<file path="src/rtl/pp_uart_autobaud.sv">
// Auto-baud controller: times a 0x55 sync character on rxd, derives the 14-bit
// fractional baud divisor, loads it and pulses the baud generator's soft reset.
module pp_uart_autobaud #(
    parameter logic [13:0] DEFAULT_DIV = 14'd434,
    parameter logic [13:0] MIN_DIV     = 14'd16,
    parameter logic [16:0] TIMEOUT_C   = 17'd131068
) (
    input  logic        clk,
    input  logic        rst,
    input  logic        start,
    input  logic        rxd,
    output logic [13:0] baud_div,
    output logic        soft_rst,
    output logic        busy,
    output logic        done,
    output logic        err,
    output logic [1:0]  err_code
);

    localparam logic [2:0] ST_IDLE      = 3'd0;
    localparam logic [2:0] ST_WAIT_IDLE = 3'd1;
    localparam logic [2:0] ST_WAIT_EDGE = 3'd2;
    localparam logic [2:0] ST_MEASURE   = 3'd3;
    localparam logic [2:0] ST_CHECK     = 3'd4;
    localparam logic [2:0] ST_APPLY     = 3'd5;

    logic        rxd_meta_r;
    logic        rxd_sync_r;
    logic        rxd_hist_r;
    logic [2:0]  state_r;
    logic [3:0]  idle_cnt_r;
    logic [16:0] c_r;
    logic [16:0] ival_r;
    logic [16:0] ival_mem_r [0:3];
    logic [1:0]  edge_idx_r;
    logic [13:0] baud_div_r;
    logic        soft_rst_r;
    logic        busy_r;
    logic        done_r;
    logic        err_r;
    logic [1:0]  err_code_r;

    logic        fall_s;
    logic [16:0] c_rnd_s;
    logic [13:0] div_s;
    logic [16:0] ival_next_s;
    logic        mismatch_s;

    // True when interval ik deviates from the reference i0 by more than a quarter of i0.
    function automatic logic ival_off(input logic [16:0] ik, input logic [16:0] i0);
        logic [16:0] diff;
        if (ik > i0) begin
            diff = ik - i0;
        end else begin
            diff = i0 - ik;
        end
        return diff > {2'b00, i0[16:2]};
    endfunction

    // Edge detect, rounded divisor (C covers 8 bit times -> /8 gives sixteenths of a bit) and interval consistency.
    always_comb begin
        fall_s      = rxd_hist_r & ~rxd_sync_r;
        c_rnd_s     = c_r + 17'd4;
        div_s       = c_rnd_s[16:3];
        ival_next_s = ival_r + 17'd1;
        mismatch_s  = ival_off(ival_mem_r[1], ival_mem_r[0]) |
                      ival_off(ival_mem_r[2], ival_mem_r[0]) |
                      ival_off(ival_mem_r[3], ival_mem_r[0]);
    end

    // Two-flop synchroniser plus history flop; idle line level is 1.
    always_ff @(posedge clk or posedge rst) begin
        if (rst) begin
            rxd_meta_r <= 1'b1;
            rxd_sync_r <= 1'b1;
            rxd_hist_r <= 1'b1;
        end else begin
            rxd_meta_r <= rxd;
            rxd_sync_r <= rxd_meta_r;
            rxd_hist_r <= rxd_sync_r;
        end
    end

    // Detection FSM, measurement counters and registered outputs.
    always_ff @(posedge clk or posedge rst) begin
        if (rst) begin
            state_r    <= ST_IDLE;
            idle_cnt_r <= 4'd0;
            c_r        <= 17'd0;
            ival_r     <= 17'd0;
            edge_idx_r <= 2'd0;
            for (int i = 0; i < 4; i++) begin
                ival_mem_r[i] <= 17'd0;
            end
            baud_div_r <= DEFAULT_DIV;
            soft_rst_r <= 1'b1;
            busy_r     <= 1'b0;
            done_r     <= 1'b0;
            err_r      <= 1'b0;
            err_code_r <= 2'd0;
        end else begin
            done_r     <= 1'b0;
            err_r      <= 1'b0;
            soft_rst_r <= 1'b1;
            // A start during APPLY is dropped so the new divisor always lands.
            if (start && (state_r != ST_APPLY)) begin
                state_r    <= ST_WAIT_IDLE;
                busy_r     <= 1'b1;
                err_code_r <= 2'd0;
                idle_cnt_r <= 4'd0;
                c_r        <= 17'd0;
                ival_r     <= 17'd0;
                edge_idx_r <= 2'd0;
            end else begin
                case (state_r)
                    ST_IDLE: begin
                        state_r <= ST_IDLE;
                    end
                    ST_WAIT_IDLE: begin
                        if (!rxd_sync_r) begin
                            idle_cnt_r <= 4'd0;
                        end else if (idle_cnt_r == 4'd15) begin
                            state_r <= ST_WAIT_EDGE;
                        end else begin
                            idle_cnt_r <= idle_cnt_r + 4'd1;
                        end
                    end
                    ST_WAIT_EDGE: begin
                        if (fall_s) begin
                            c_r        <= 17'd0;
                            ival_r     <= 17'd0;
                            edge_idx_r <= 2'd0;
                            state_r    <= ST_MEASURE;
                        end
                    end
                    ST_MEASURE: begin
                        // Timeout fires before C can reach the limit, keeping the divisor within 14 bits.
                        if (c_r == (TIMEOUT_C - 17'd1)) begin
                            err_r      <= 1'b1;
                            err_code_r <= 2'd2;
                            busy_r     <= 1'b0;
                            state_r    <= ST_IDLE;
                        end else begin
                            c_r <= c_r + 17'd1;
                            if (fall_s) begin
                                ival_mem_r[edge_idx_r] <= ival_next_s;
                                ival_r                 <= 17'd0;
                                edge_idx_r             <= edge_idx_r + 2'd1;
                                if (edge_idx_r == 2'd3) begin
                                    state_r <= ST_CHECK;
                                end
                            end else begin
                                ival_r <= ival_next_s;
                            end
                        end
                    end
                    ST_CHECK: begin
                        busy_r  <= 1'b0;
                        if (div_s < MIN_DIV) begin
                            err_r      <= 1'b1;
                            err_code_r <= 2'd1;
                            state_r    <= ST_IDLE;
                        end else if (mismatch_s) begin
                            err_r      <= 1'b1;
                            err_code_r <= 2'd3;
                            state_r    <= ST_IDLE;
                        end else begin
                            baud_div_r <= div_s;
                            soft_rst_r <= 1'b0;
                            done_r     <= 1'b1;
                            state_r    <= ST_APPLY;
                        end
                    end
                    ST_APPLY: begin
                        state_r <= ST_IDLE;
                    end
                    default: begin
                        state_r <= ST_IDLE;
                        busy_r  <= 1'b0;
                    end
                endcase
            end
        end
    end

    assign baud_div = baud_div_r;
    assign soft_rst = soft_rst_r;
    assign busy     = busy_r;
    assign done     = done_r;
    assign err      = err_r;
    assign err_code = err_code_r;

endmodule

</file>
<file path="config.mk">
export PLATFORM = sky130hd
export DESIGN_NAME = pp_uart_autobaud
export DESIGN_NICKNAME = d
export VERILOG_FILES = /design/src/rtl/pp_uart_autobaud.sv
export SDC_FILE = /design/constraint.sdc
export NUM_CORES = 1
export LEC_CHECK = 0
export ABC_AREA = 0
export ABC_CLOCK_PERIOD_IN_PS = 6250
export BUFFER_PORTS_ARGS = -buffer_cell sky130_fd_sc_hd__buf_2
export CAP_MARGIN = 40
export CORE_ASPECT_RATIO = 1.2
export CORE_MARGIN = 2
export CORE_UTILIZATION = 35
export DETAILED_ROUTE_END_ITERATION = 7
export GPL_TIMING_DRIVEN = 0
export SLEW_MARGIN = 15
export SYNTH_ARGS = -nofsm -noshare
export SYNTH_HDL_FRONTEND = slang
export SYNTH_SLANG_ARGS = --single-unit
</file>
<file path="constraint.sdc">
create_clock -name clk -period 6.25 [get_ports clk]
set_input_delay 0.625 -clock clk [delete_from_list [all_inputs] [get_ports clk]]
set_output_delay 0.625 -clock clk [all_outputs]
set_load 0.01 [all_outputs]
</file>
==> results of run 1 <==
==> kinds of logic after synthesis <==
group,after synthesis
compound gates,404
mux,49
buf+inv,179
fa+ha+maj,159
xor+xnor,86
simple gates,436
flops,134
==> path summary, 6_finish.rpt <==
| path | startpoint | end | slack, ns | cells past startpoint |
|---|---|---|---|---|
| max | ival_mem_r[60] | baud_div[3] | 0.27 | 25 |
| min | rst | ival_mem_r[18] | 0.19 | 2 |
| max reg2reg | ival_mem_r[60] | baud_div[3] | 0.27 | 25 |
| min reg2reg | rxd_meta_r | rxd_sync_r | 0.36 | 0 |
| max in group asynchronous | rst | baud_div[7] | 5.27 | 3 |
| min in group clk | rxd | rxd_meta_r | 0.30 | 1 |
==> worst max-delay path: cells and delay by family (launching register included) <==
family / cells / cell delay, ns
simple gates: 7 / 1.59
compound gates: 8 / 1.46
buf+inv: 6 / 1.20
fa+ha+maj: 2 / 0.61
flops: 1 / 0.51
mux: 1 / 0.30
xor+xnor: 1 / 0.17
==> layout make-up <==
| cell class | count | area, um2 | share of cell area, % |
|---|---|---|---|
| buffer | 61 | 278 | 2.04 |
| inverter | 105 | 430 | 3.16 |
| multi-input combinational | 1134 | 8060 | 59.2 |
| clock buffer | 23 | 448 | 3.29 |
| timing repair buffer | 47 | 315 | 2.32 |
| sequential | 134 | 3380 | 24.8 |
| tap | 456 | 571 | 4.19 |
| clock inverter | 9 | 130 | 0.956 |
==> power groups by stage <==
stage | registers, mW | clock network [mW] | logic (mW)
floorplan | 0.938 | 0 | 1.58
global placement | 0.953 | 0 | 2.11
detailed placement | 0.953 | 0 | 2.12
CTS | 0.938 | 1.01 | 2.17
global route | 0.943 | 1.05 | 2.54
finish | 0.938 | 0.997 | 2.30
==> state kept, by name (all words and copies together) (netlist names), 2 cells and up <==
name / count
baud_div: 14
c_r: 17
edge_idx_r: 2
err_code: 2
idle_cnt_r: 4
ival_mem_r: 68
ival_r: 17
state_r: 3
==> timing repair <==
action                     4_1_cts  5_1_grt
hold buffers                     0        0
resized for setup               13       47
setup buffers                    5       17
pin swaps                        1        4
setup endpoints to repair       18       18
==> per-layer routing <==
metal / vias to the layer above / track usage, % / routed length, um
met5: - / 0 / 0
met1: 5121 / 24.4 / 15300
met3: 74 / 2.33 / 1490
li1: 5211 / - / -
met4: 0 / 9.81 / 1440
met2: 303 / 36.2 / 17700
==> cells in the final DEF, fill, tap and decap left out, drive strengths merged, types with 8 or more instances in the layout <==
cell type / synthesis / final
and4: 8 / 8
mux2: 27 / 27
xor2: 42 / 42
mux2i: 22 / 22
o31ai: 8 / 8
clkbuf: 54 / 66
nand3: 44 / 44
inv: 105 / 98
nor2: 79 / 79
o21a: 15 / 15
ha: 153 / 153
a21oi: 103 / 103
xnor2: 44 / 44
dfrtp: 125 / 125
nor3: 25 / 25
a21o: 25 / 25
and3: 16 / 16
o211ai: 18 / 18
a31oi: 11 / 11
buf: 20 / 65
dfstp: 9 / 9
nor2b: 11 / 11
clkinvlp: 0 / 8
nand2b: 12 / 12
and2: 13 / 13
o21ai: 147 / 147
nand4: 25 / 25
a211oi: 8 / 8
nand2: 176 / 176
==> stage by stage <==
| step | utilization (%) | instances |
|---|---|---|
| after floorplan | - | 1447 |
| after global placement | 37.4 | 1926 |
| after detailed placement | 37.5 | 1927 |
| after CTS | 39.4 | 1962 |
| after global routing | 40.2 | 1969 |
| final | 40.2 | 1969 |
==> results.json, run 1 <==
{
  "p_leak_nw": 6.17,
  "dpl.hpwl_mm": 28.3,
  "drv_slew": 0,
  "fin_hold_ws_ns": 0.189,
  "ys_seq_area_share_pct": 28.1,
  "worst_pin_slew_ns": 0.777,
  "rows": 74,
  "synth_top_area_share_pct": 26.1,
  "cp_max_fo": 10,
  "vias": 10709,
  "syn_area_um2": 12000,
  "grt_first_pass_wirelength_mm": 57.2,
  "max_stage_delay_ns": 0.51,
  "ys.flop_type": "dfrtp_1",
  "muxShareOfSynthArea_pct": 4.62,
  "first_pass_iters": 5,
  "synthArstFlopShare_pct": 100,
  "die_w_um": 173,
  "post-synth-top-count-cell": "nand2_1",
  "ir_drop_mv": 0.232,
  "syn_area_per_cell_um2": 8.29,
  "synth_cell_type_count": 77,
  "synth_area_leaders": "dfrtp_1 (26%), ha_1 (16%), o21ai_0 (6.0%), nand2_1 (5.5%), a21oi_1 (4.2%)",
  "wl_mm": 36.0,
  "drc": 0,
  "gp_congestion": 0.930,
  "syn2layout_area_growth_pct": 13.5,
  "vias_per_cell": 5.44,
  "ys_ff_latch": 134,
  "layout_min_cycle_time_ns": 5.98,
  "intPower_mw": 2.50,
  "fin_setup_tns_ns": 0,
  "synth_top_family_by_area": "compound AO/OA/AOI/OAI gates",
  "dpl-instance-area_um2": 12700,
  "switchingPower_mw": 1.73,
  "drtAntennaViolNets": 0,
  "synth_warnings": 0,
  "numCtsBuffers": 17,
  "critical_path_required_ns": 6.56,
  "yosys.area_share.simple_pct": 17.1,
  "path_clk_slew_ns": 0.06,
  "timing.final.ws_setup_ns": 0.265,
  "h-tree-depth": 4,
  "initial_core_util_pct": 35.4,
  "io_pins": 24,
  "synth_compound_area_share_pct": 21.0,
  "grt_overflow": 0,
  "antenna_found_initial": 0,
  "power_mw": 4.23,
  "final_net_count": 1663,
  "synth.net_count": 1610,
  "crit_arrival_ns": 6.29,
  "synthTopCellsByCount": "nand2_1 (176), ha_1 (153), o21ai_0 (143)",
  "place_ws_ns": -0.459,
  "drv_cap": 0,
  "grt_pass1_vias": 10491,
  "cts_sinks": 134,
  "clock_path_buffers": 2,
  "drt_iter0_drc": 761,
  "setup_viol": 0,
  "worstSkewPairLatency_ns": 0.43,
  "fmax_mhz": 167,
  "post_drt_wl_per_cell_um": 18.3,
  "start_kind": "flop",
  "finalCritPeriodShare_pct": 95.8,
  "clock_skew_ns": 0.0143,
  "port_buffers": 23,
  "hold_viol_final": 0,
  "synth_top_cell_by_area": "dfrtp_1",
  "grt_usage_pct": 20.3,
  "swShare_pct": 40.9,
  "syn-instance-count": 1447,
  "synth_edf_count": 0,
  "drive_gt1_share_pct": 12.8,
  "critPathSlowestCell": "dfrtp_2",
  "diodes": 0,
  "power_frac_clock_pct": 23.6,
  "cts_tree": "done",
  "p_seq_share_pct": 22.2,
  "synth_fa_ha_area_share_pct": 17.0,
  "die-area_um2": 35800,
  "fin_area_um2": 13600,
  "synth_xor_area_share_pct": 6.28,
  "p_comb_share_pct": 54.3,
  "hp-class": "input port to asynchronous set/reset pin",
  "max_slew_margin_pct": 47.9,
  "endpoint_kind": "flop",
  "core_um2": 33900,
  "n_fill_cell": 3468,
  "crit_type": "flop to flop",
  "root_buffer": "clkbuf_16",
  "outcome": "completed",
  "fp.dieH_um": 207,
  "powerDensity_nw_per_um2": 311,
  "grt_start_max_net_pins": 87
}
Note: power is estimated with default switching activity, not from simulation.
==> run 2, diff against run 1 <==
--- a/config.mk
+++ b/config.mk
@@ -13,6 +13,8 @@
 export CORE_MARGIN = 2
 export CORE_UTILIZATION = 35
+export CTS_BUF_LIST = sky130_fd_sc_hd__clkbuf_2
 export DETAILED_ROUTE_END_ITERATION = 7
 export GPL_TIMING_DRIVEN = 0
+export PLACE_DENSITY = 0.57
 export SLEW_MARGIN = 15
 export SYNTH_ARGS = -nofsm -noshare
==> constraint.sdc (replaced) <==
create_clock -name clk -period 6.25 [get_ports clk]
set_input_delay 0.3125 -clock clk [delete_from_list [all_inputs] [get_ports clk]]
set_output_delay 0.3125 -clock clk [all_outputs]
set_load 0.01 [all_outputs]
==> run 2 against run 1 <==
  * Clock-buffer cell count down 3
  * Total power is 11% lower
  * Clock power down 40%
  * Clock skew up 0.025 ns
  * Critical endpoint unchanged
==> results.json, run 2 (synthesis results as in run 1) <==
{
  "core_um2": 33900,
  "p_comb_share_pct": 59.4,
  "antenna_found_initial": 0,
  "layout_commonest_cell": "nand2_1",
  "hold_depth": 2,
  "critical_path_required_ns": 6.87,
  "crit_family": "compound AO/OA/AOI/OAI gates",
  "path_clk_slew_ns": 0.20,
  "fin_hold_ws_ns": 0.200,
  "layout_min_cycle_time_ns": 6.06,
  "drive_gt1_share_pct": 14.2,
  "drtAntennaViolNets": 0,
  "fmax_mhz": 165,
  "final_cell_mix": "nand2_1 (175), ha_1 (149), o21ai_0 (143)",
  "hold_viol_final": 0,
  "wl_mm": 37.5,
  "initial_core_util_pct": 35.4,
  "fp.dieH_um": 207,
  "vias_per_cell": 5.40,
  "grt_first_pass_wirelength_mm": 58.5,
  "post_drt_wl_per_cell_um": 18.8,
  "critPathSlowestCell": "dfrtp_2",
  "top_register": "ival_mem_r",
  "n_fill_cell": 3540,
  "grt_overflow": 0,
  "die_w_um": 173,
  "drt_iter0_drc": 758,
  "powerDensity_nw_per_um2": 280,
  "worst_pin_slew_ns": 0.811,
  "vias": 10755,
  "drc": 0,
  "drv_cap": 0,
  "path_cells": "buf_4, buf_12, ha_1, o21ai_0, a32oi_1, o31ai_4, o21ai_4, nand2_2, buf_4, buf_4, nor3_1, a21oi_1, xor2_1, ha_1, and4_1, a221o_1, a2111oi_2, nor2_1, nor4_2, o21ai_2, or4_4, inv_4, buf_12, mux2_4",
  "setup_viol": 0,
  "outcome": "completed",
  "final_core_util_pct": 39.8,
  "worstSkewPairLatency_ns": 0.74,
  "clock_skew_ns": 0.0393,
  "grt_pass1_vias": 10307,
  "hp-class": "input port to flop",
  "p_seq_share_pct": 24.7,
  "swShare_pct": 43.4,
  "ir_drop_mv": 0.161,
  "rows": 74,
  "critPathMostFrequentCell": "buf_4",
  "syn2layout_area_growth_pct": 12.6,
  "cp_num_buf_inv": 6,
  "final_net_count": 1684,
  "worst-path-stages": 24,
  "grt_start_max_net_pins": 100,
  "endpoint_kind": "flop",
  "largest_reg_flops": 68,
  "finalCritPeriodShare_pct": 97.0,
  "die-area_um2": 35800,
  "first_pass_iters": 5,
  "crit_arrival_ns": 6.69,
  "port_buffers": 23,
  "start_kind": "flop",
  "max_slew_margin_pct": 45.7,
  "dpl.hpwl_mm": 28.2,
  "h-tree-depth": 4,
  "gp_congestion": 0.898,
  "cts_tree": "done",
  "root_buffer": "clkbuf_2",
  "io_pins": 24,
  "reg.largest.list": "ival_mem_r (68), c_r (17), ival_r (17)",
  "drv_slew": 0,
  "cts_sinks": 134,
  "switchingPower_mw": 1.64,
  "max_stage_delay_ns": 0.49,
  "crit_type": "flop to flop",
  "cp_max_fo": 10,
  "ff2ff_path_depth": 24,
  "power_frac_clock_pct": 15.9,
  "numCtsBuffers": 17,
  "intPower_mw": 2.14,
  "p_leak_nw": 6.15,
  "clock_path_buffers": 2,
  "grt_usage_pct": 20.9
}
[run 2: cell count changes in the layout (fill, tap and decap cells not counted), moves of 5 or more]
cell	change
clkbuf_2	+20
clkbuf_16	-17
buf_4	+16
clkinvlp_4	+6
ha_1	+6
clkbuf_1	-5
[run 2: path summary, 6_finish.rpt]
kind / startpoint / to / slack (ns)
worst max-delay path: ival_mem_r[58] / baud_div[3] / 0.19
worst min-delay path: rxd / rxd_meta_r / 0.20
worst max register to register: ival_mem_r[58] / baud_div[3] / 0.19
worst min register to register: rxd_meta_r / rxd_sync_r / 0.37
max in group asynchronous: rst / ival_mem_r[58] / 4.79
min in group asynchronous: rst / state_r[2] / 0.66
[run 2: area by class of cell]
type                            count  area (um2)  share of cell area [%]
Multi-Input combinational cell   1134        8050                    59.6
Timing Repair Buffer               67         488                    3.61
Clock buffer                       20         100                   0.741
Clock inverter                     12         180                    1.33
Tap cell                          456         571                    4.23
Sequential cell                   134        3380                    25.1
Inverter                          105         449                    3.33
Buffer                             62         282                    2.09
Antenna cell                        1        2.50                  0.0185
[run 2: power groups by stage]
stage / Sequential [mW] / Clock (mW) / Combinational (mW)
after floorplan: 0.938 / 0 / 1.58
final: 0.933 / 0.602 / 2.25
after detailed placement: 0.954 / 0 / 2.07
after global placement: 0.953 / 0 / 2.05
after CTS: 0.932 / 0.616 / 2.12
after global routing: 0.937 / 0.656 / 2.51
[run 2: what timing repair did]
item / CTS / global route
hold buffers: 4 / 0
setup endpoints to repair: 20 / 18
gates resized for setup: 33 / 26
endpoints found under the hold margin: 135 / 0
buffers inserted: 21 / 16
pin swaps: 1 / 4
[run 2: per-stage QoR]
step | setup WS, ns | cells | instance area (um2) | setup TNS, ns | total power [mW]
floorplan | 0.913 | 1447 | 12000 | 0 | 2.52
global route | -0.0556 | 1990 | 13500 | -0.153 | 4.10
finish | 0.185 | 1991 | 13500 | 0 | 3.78
CTS | 0.00923 | 1984 | 13300 | 0 | 3.66
global placement | -0.716 | 1926 | 12700 | -10.40 | 3.00
detailed placement | -0.667 | 1929 | 12700 | -9.59 | 3.02
[run 2: layer usage]
metal / up-vias / wire length, um / GRT usage (%)
met3: 60 / 1430 / 2.53
met2: 273 / 18100 / 36.6
met5: - / 0 / 0
met1: 5160 / 16500 / 26.3
li1: 5262 / - / -
met4: 0 / 1380 / 8.57
